[src/rtl/oserdes_lite.sv]
// oserdes_lite: parallel-to-serial transmitter with training fill and sticky underrun flag
module oserdes_lite #(
  parameter int DATA_WIDTH = 4,
  parameter BIT_ORDER = "LSB_FIRST",
  parameter logic [3:0] TRAIN_PATTERN = 4'b0101
) (
  input  logic CLK0,
  input  logic RST,
  input  logic OCE,
  input  logic D1,
  input  logic D2,
  input  logic D3,
  input  logic D4,
  input  logic VALID_IN,
  output logic READY,
  input  logic T,
  output logic OQ,
  output logic TQ,
  output logic UNDERRUN,
  input  logic CLR_UNDERRUN
);
  if (DATA_WIDTH < 2 || DATA_WIDTH > 4) begin : g_bad_width
    $fatal(1, "oserdes_lite: DATA_WIDTH must be 2, 3 or 4");
  end
  localparam logic [1:0] LAST = 2'(DATA_WIDTH - 1);
  localparam bit MSB = (BIT_ORDER == "MSB_FIRST");
  typedef enum logic {IDLE, RUN} state_t;
  state_t state;
  logic [1:0] cnt;
  logic [DATA_WIDTH-1:0] sr, word;
  logic [3:0] d;
  logic accept;
  assign d = {D4, D3, D2, D1};
  assign READY = OCE && (cnt == LAST);
  assign accept = READY && VALID_IN;
  assign OQ = sr[0];
  // sr[0] is the head bit, so the word is arranged with its first-sent bit at index 0
  always_comb begin
    word = '0;
    for (int i = 0; i < DATA_WIDTH; i++) word[i] = MSB ? d[DATA_WIDTH-1-i] : d[i];
  end
  // bit counter, shift register, tristate, state and underrun flag
  always_ff @(posedge CLK0 or posedge RST) begin
    if (RST) begin
      sr <= '0;
      TQ <= 1'b1;
      cnt <= LAST;
      state <= IDLE;
      UNDERRUN <= 1'b0;
    end else begin
      if (OCE) begin
        if (READY) begin
          cnt <= '0;
          sr <= accept ? word : TRAIN_PATTERN[DATA_WIDTH-1:0];
          TQ <= (accept || state == RUN) ? T : TQ;
          if (accept) state <= RUN;
        end else begin
          cnt <= cnt + 2'd1;
          sr <= sr >> 1;
        end
      end
      UNDERRUN <= (READY && !VALID_IN && state == RUN) || (UNDERRUN && !CLR_UNDERRUN);
    end
  end
endmodule
[config.mk]
export PLATFORM = sky130hd
export DESIGN_NAME = oserdes_lite
export DESIGN_NICKNAME = d
export VERILOG_FILES = /design/src/rtl/oserdes_lite.sv
export SDC_FILE = /design/constraint.sdc
export NUM_CORES = 1
export LEC_CHECK = 0
export CORE_AREA = 2 2 39 41
export CTS_BUF_LIST = sky130_fd_sc_hd__clkbuf_16
export DETAILED_ROUTE_END_ITERATION = 8
export DIE_AREA = 0 0 41 43
export DONT_BUFFER_PORTS = 1
export PLACE_DENSITY = 0.52
export SYNTH_ARGS = -nofsm -noshare
export SYNTH_HDL_FRONTEND = slang
export SYNTH_SLANG_ARGS = --single-unit
[constraint.sdc]
create_clock -name CLK0 -period 1.7 [get_ports CLK0]
set_clock_uncertainty 0.1 [all_clocks]
set_input_delay 0.34 -clock CLK0 [delete_from_list [all_inputs] [get_ports CLK0]]
set_output_delay 0.34 -clock CLK0 [all_outputs]
set_load 0.005 [all_outputs]
==> impl_metrics.yaml, run 1 <==
clock_network:
  postCtsResizedCells: 0
  clkLatencyLatePin_ns: 0.23
  clockBufferDepth: 2
  postCtsSetupBuffers: 0
  cts_tree: "built"
  path_clk_slew_ns: 0.04
  cts.sinks: 9
  root_buffer: "clkbuf_16"
  cts_buffers: 3
  htreeDepth: 1
placement:
  dpl_worst_slack_ns: 0.316
  numPortBuffers: 0
  dpl.cell_count: 53
  gp_congestion: 0.606
sta:
  final-setup-viol-count: 0
  finalSetupTns_ns: 0
  rsz0062_at_grt: "false"
  finalMaxSlewViolations: 0
  max-slew-margin-rel: 0.786
  setup_ws_ns: 0.104
  period_share: 0.939
  min_period_ns: 1.60
  clock.fmax_mhz: 627
  worst_pin_slew_ns: 0.321
  hold_viol: 0
worst_setup_path:
  timing.rr.start: "cnt[0]"
  crit_start: "cnt[0]"
  crit_path_end_kind: "output port"
  reg2reg_to: "sr[2]"
  startpoint_type: "register"
  critical_path.max_stage_delay_ns: 0.53
  cp.arrival_ns: 1.16
  reg2reg_depth: 4
  critPathRequiredTime_ns: 1.26
  crit_fanout: 4
  rrSetupSlack_ns: 0.32
  crit_chain: "ha_1, and2_4"
  critPathKind: "register to output port"
  slowest_stage: "dfstp_2"
floorplanning:
  die_area_sq_mm: 0.00176
  fp.dieW_um: 41
  num_rows: 14
  design.core.area_sq_mm: 0.00138
  ios: 14
  die_y_um: 43
  initial_core_util: 0.315
detailed_routing:
  drt_iter0_drc: 1
  first_pass_iters: 2
  wirelength_um: 752
  vias: 288
  drc: 0
  wl_per_cell_um: 13.0
  ant_nets: 0
  avgViaCountPerCell: 4.97
synth:
  yosysUniqueCellTypes: 19
  syn_area_per_cell_sq_um: 11.5
  syn_nets: 49
  synth-seq-cells: 9
  ys_warn_count: 0
  netlist_area_sq_um: 435
  synth_sequential_area_ratio: 0.526
  syn_inst: 38
cells_and_area:
  fill_cells: 138
  utilization: 0.388
  finalNonFillerCells: 58
  num_antenna_cells: 0
  syn2layout_area_growth_pct: 23.3
  layout-drive-gt1-share: 0.286
  nNetsFinal: 54
grt:
  gr-total-overflow: 0
  grt_pass1_vias: 315
  grt_pass1_wl_mm: 1.17
  grt_max_degree: 14
  antenna_found_initial: 0
  grtUsageTotal: 0.111
run:
  maxCapViolations: 0
power:
  powerDensity_mw_per_mm2: 1910
  power_uw: 1030
  p_leak_uw: 0.000244
  ir_drop_v: 0.000612
hold_path:
  min_path_type: "input port to register"
  hold_path_end: "sr[1]"
  hold_path_depth: 1
  hp-start: "OCE"
run_status:
  status: "finished, final reports clean"
cell usage after synthesis:
cell      instances  area [sq um]
inv_1             5          18.8
o22ai_1           2          12.5
o21ai_0           4          20.0
nand4_1           1          6.26
o211ai_2          1          12.5
and2_4            1          8.76
nand3_1           1          5.00
dfstp_2           3          78.8
a21o_1            1          7.51
mux2_2            1          11.3
nand4b_1          1          8.76
and3b_1           2          17.5
nor2_1            2          7.51
buf_4             2          15.0
nand2b_1          1          6.26
a31oi_1           1          6.26
ha_1              1          12.5
dfrtp_1           6           150
mux2_4            2          30.0
sequential cells by signal (all words and copies together), names as in the netlist:
register / cells
state: 1
TQ: 1
cnt: 2
UNDERRUN: 1
sr: 4
routing by layer:
| metal | part of all wire | global-route usage | wire [um] |
|---|---|---|---|
| met1 | 0.39 | 0.0967 | 292 |
| met2 | 0.50 | 0.156 | 375 |
| met3 | 0.055 | 0.0471 | 41 |
| met4 | 0.056 | 0.140 | 42 |
| met5 | 0 | 0 | 0 |
final cells by class:
class                   count  area, sq um  area share
well taps                  16         20.0      0.0373
clock buffers               3         75.1       0.140
repair buffers              2         17.5      0.0326
inverters                   5         18.8      0.0350
multi-input cells          22          173       0.322
clock inverters             1         3.75     0.00699
flip-flops and latches      9          229       0.427
report_power, final:
part,total (uW),leakage (uW),internal [uW],switching (uW)
logic,237,0.0000963,137,100
registers,382,0.000105,326,55.4
clock network,407,0.0000423,307,100
worst max-delay path: cells and delay by family (launching register included):
family                   cells  cell delay, ns
adder cells (fa/ha/maj)      1            0.22
AND/OR/NAND/NOR              1            0.17
flip-flops                   1            0.53
repair_timing:
item | CTS | global route
hold endpoints to repair | 6 | 0
hold buffers | 1 | 0
endpoints found under the setup margin | 0 | 0
how the worst max path moves through the flow:
stage                     slack, ns    end
after floorplan                0.29  READY
after global placement         0.36  READY
after detailed placement       0.32  sr[2]
after CTS                      0.09  READY
after global routing           0.06  READY
final                          0.10  READY
cell families after synthesis:
group                      after synthesis  share of synthesized area
DFF                                      9                      0.526
AOI/OAI and AO/OA                        9                      0.135
adders and majority gates                1                     0.0287
and+or+nand+nor                          9                      0.138
muxes                                    3                     0.0948
buffers and inverters                    7                     0.0776
through the flow:
step | cell area [sq um] | hold WS, ns
2_1_floorplan | 435 | 0.0658
4_1_cts | 537 | 0.109
3_5_place_dp | 448 | 0.104
3_3_place_gp | 448 | 0.0975
5_1_grt | 537 | 0.108
6_report | 537 | 0.109
cell usage in the layout, fill, tap and decap left out, types with 2 or more instances in the layout:
cell	netlist	final
clkbuf_16	0	3
nor2_1	2	2
dfstp_2	3	3
and3b_1	2	2
o21ai_0	4	4
mux2_4	2	2
o22ai_1	2	2
dfrtp_1	6	6
inv_1	5	6
(Power assumes the default switching activity.)
==> run 2, diff against run 1 <==
--- a/config.mk
+++ b/config.mk
@@ -6,7 +6,7 @@
 export NUM_CORES = 1
 export LEC_CHECK = 0
 export CORE_AREA = 2 2 39 41
-export CTS_BUF_LIST = sky130_fd_sc_hd__clkbuf_16
+export CTS_BUF_LIST = sky130_fd_sc_hd__clkbuf_2 sky130_fd_sc_hd__clkbuf_4 sky130_fd_sc_hd__clkbuf_8
 export DETAILED_ROUTE_END_ITERATION = 8
 export DIE_AREA = 0 0 41 43
 export DONT_BUFFER_PORTS = 1
==> impl_metrics.yaml, run 2 (synthesized netlist as in run 1, its figures left out) <==
run_status:
  status: "finished, final reports clean"
detailed_routing:
  first_pass_iters: 2
  drc: 0
  avgViaCountPerCell: 4.97
  drt_iter0_drc: 1
  vias: 288
  wirelength_um: 742
  ant_nets: 0
  wl_per_cell_um: 12.8
worst_setup_path:
  crit_start: "cnt[0]"
  critPathRequiredTime_ns: 1.26
  rrSetupSlack_ns: 0.32
  crit_end: "READY"
  reg2reg_to: "sr[2]"
  startpoint_type: "register"
  cp.arrival_ns: 1.19
  reg2reg_depth: 4
  crit_fanout: 4
  critPathKind: "register to output port"
  crit_path_end_kind: "output port"
  timing.rr.start: "cnt[0]"
power:
  power_uw: 801
  powerDensity_mw_per_mm2: 1640
  ir_drop_v: 0.000385
  p_leak_uw: 0.000220
grt:
  gr-total-overflow: 0
  grt_max_degree: 14
  grtUsageTotal: 0.111
  grt_pass1_wl_mm: 1.17
  antenna_found_initial: 0
  grt_pass1_vias: 316
sta:
  finalMaxSlewViolations: 0
  min_period_ns: 1.63
  finalSetupTns_ns: 0
  worst_pin_slew_ns: 0.321
  rsz0062_at_grt: "false"
  final-setup-viol-count: 0
  period_share: 0.961
  max-slew-margin-rel: 0.786
  clock.fmax_mhz: 612
  hold_viol: 0
clock_network:
  clockBufferDepth: 2
  cts_tree: "built"
  clkLatencyLatePin_ns: 0.26
  postCtsSetupBuffers: 0
  root_buffer: "clkbuf_4"
  htreeDepth: 1
  cts.sinks: 9
  cts_buffers: 3
  path_clk_slew_ns: 0.06
cells_and_area:
  num_antenna_cells: 0
  seq_area_sq_um: 229
  syn2layout_area_growth_pct: 12.1
  multi_input_area_sq_um: 173
  largest_register: "sr"
  nNetsFinal: 54
  layout-drive-gt1-share: 0.310
  reg.largest.list: "sr x4, cnt x2"
  layout_common_cells: "dfrtp_1, inv_1, o21ai_0, clkbuf_4, dfstp_2"
  largest_register_ffs: 4
  final_common_cell: "dfrtp_1"
  fill_cells: 148
floorplanning:
  die_y_um: 43
  initial_core_util: 0.315
  num_rows: 14
  design.core.area_sq_mm: 0.00138
  ios: 14
  fp.dieW_um: 41
  die_area_sq_mm: 0.00176
placement:
  numPortBuffers: 0
  gp_congestion: 0.606
run:
  maxCapViolations: 0
hold_path:
  min_path_type: "input port to register"
  hp-start: "OCE"
run 2: layout make-up:
| type | instances | share of cell area |
|---|---|---|
| Clock buffer | 4 | 0.0615 |
| Multi-Input combinational cell | 22 | 0.354 |
| Tap cell | 16 | 0.0410 |
| Inverter | 5 | 0.0385 |
| Sequential cell | 9 | 0.469 |
| Timing Repair Buffer | 2 | 0.0359 |
run 2: power by group:
group / total, uW / switching (uW) / internal, uW
Combinational: 239 / 101 / 138
Clock: 182 / 75.7 / 106
Sequential: 380 / 55.0 / 325
Total: 801 / 232 / 569
run 2: what timing repair did:
action	in CTS	in global routing
hold buffers	1	0
endpoints found under the hold margin	6	0
resized for setup	0	0
run 2: critical path, stage by stage (launching register included):
cell and delay, ns:
dfstp_2 0.54, ha_1 0.22, and2_4 0.17
run 2: layer usage:
layer / vias to the layer above / routed length (um) / global-route usage
li1: 140 / - / -
met1: 134 / 278 / 0.0967
met2: 9 / 385 / 0.156
met3: 5 / 38 / 0.0471
met4: 0 / 40 / 0.140
met5: - / 0 / 0
run 2: how the worst min path moves through the flow:
stage	to	slack (ns)	cells after the start
finish	sr[1]	0.07	1
global route	sr[1]	0.06	1
CTS	sr[0]	0.07	1
detailed placement	sr[0]	0.10	1
global placement	sr[1]	0.1	1
floorplan	UNDERRUN	0.07	1
run 2: metrics by stage:
stage	worst slack [ns]	hold slack, ns	util	std cells	area [sq um]
after floorplan	0.292	0.0658	-	38	435
after global placement	0.364	0.0975	0.324	53	448
after detailed placement	0.316	0.104	0.324	53	448
after CTS	0.0490	0.0683	0.353	58	488
after global routing	0.00328	0.0592	0.353	58	488
final	0.0661	0.0744	0.353	58	488
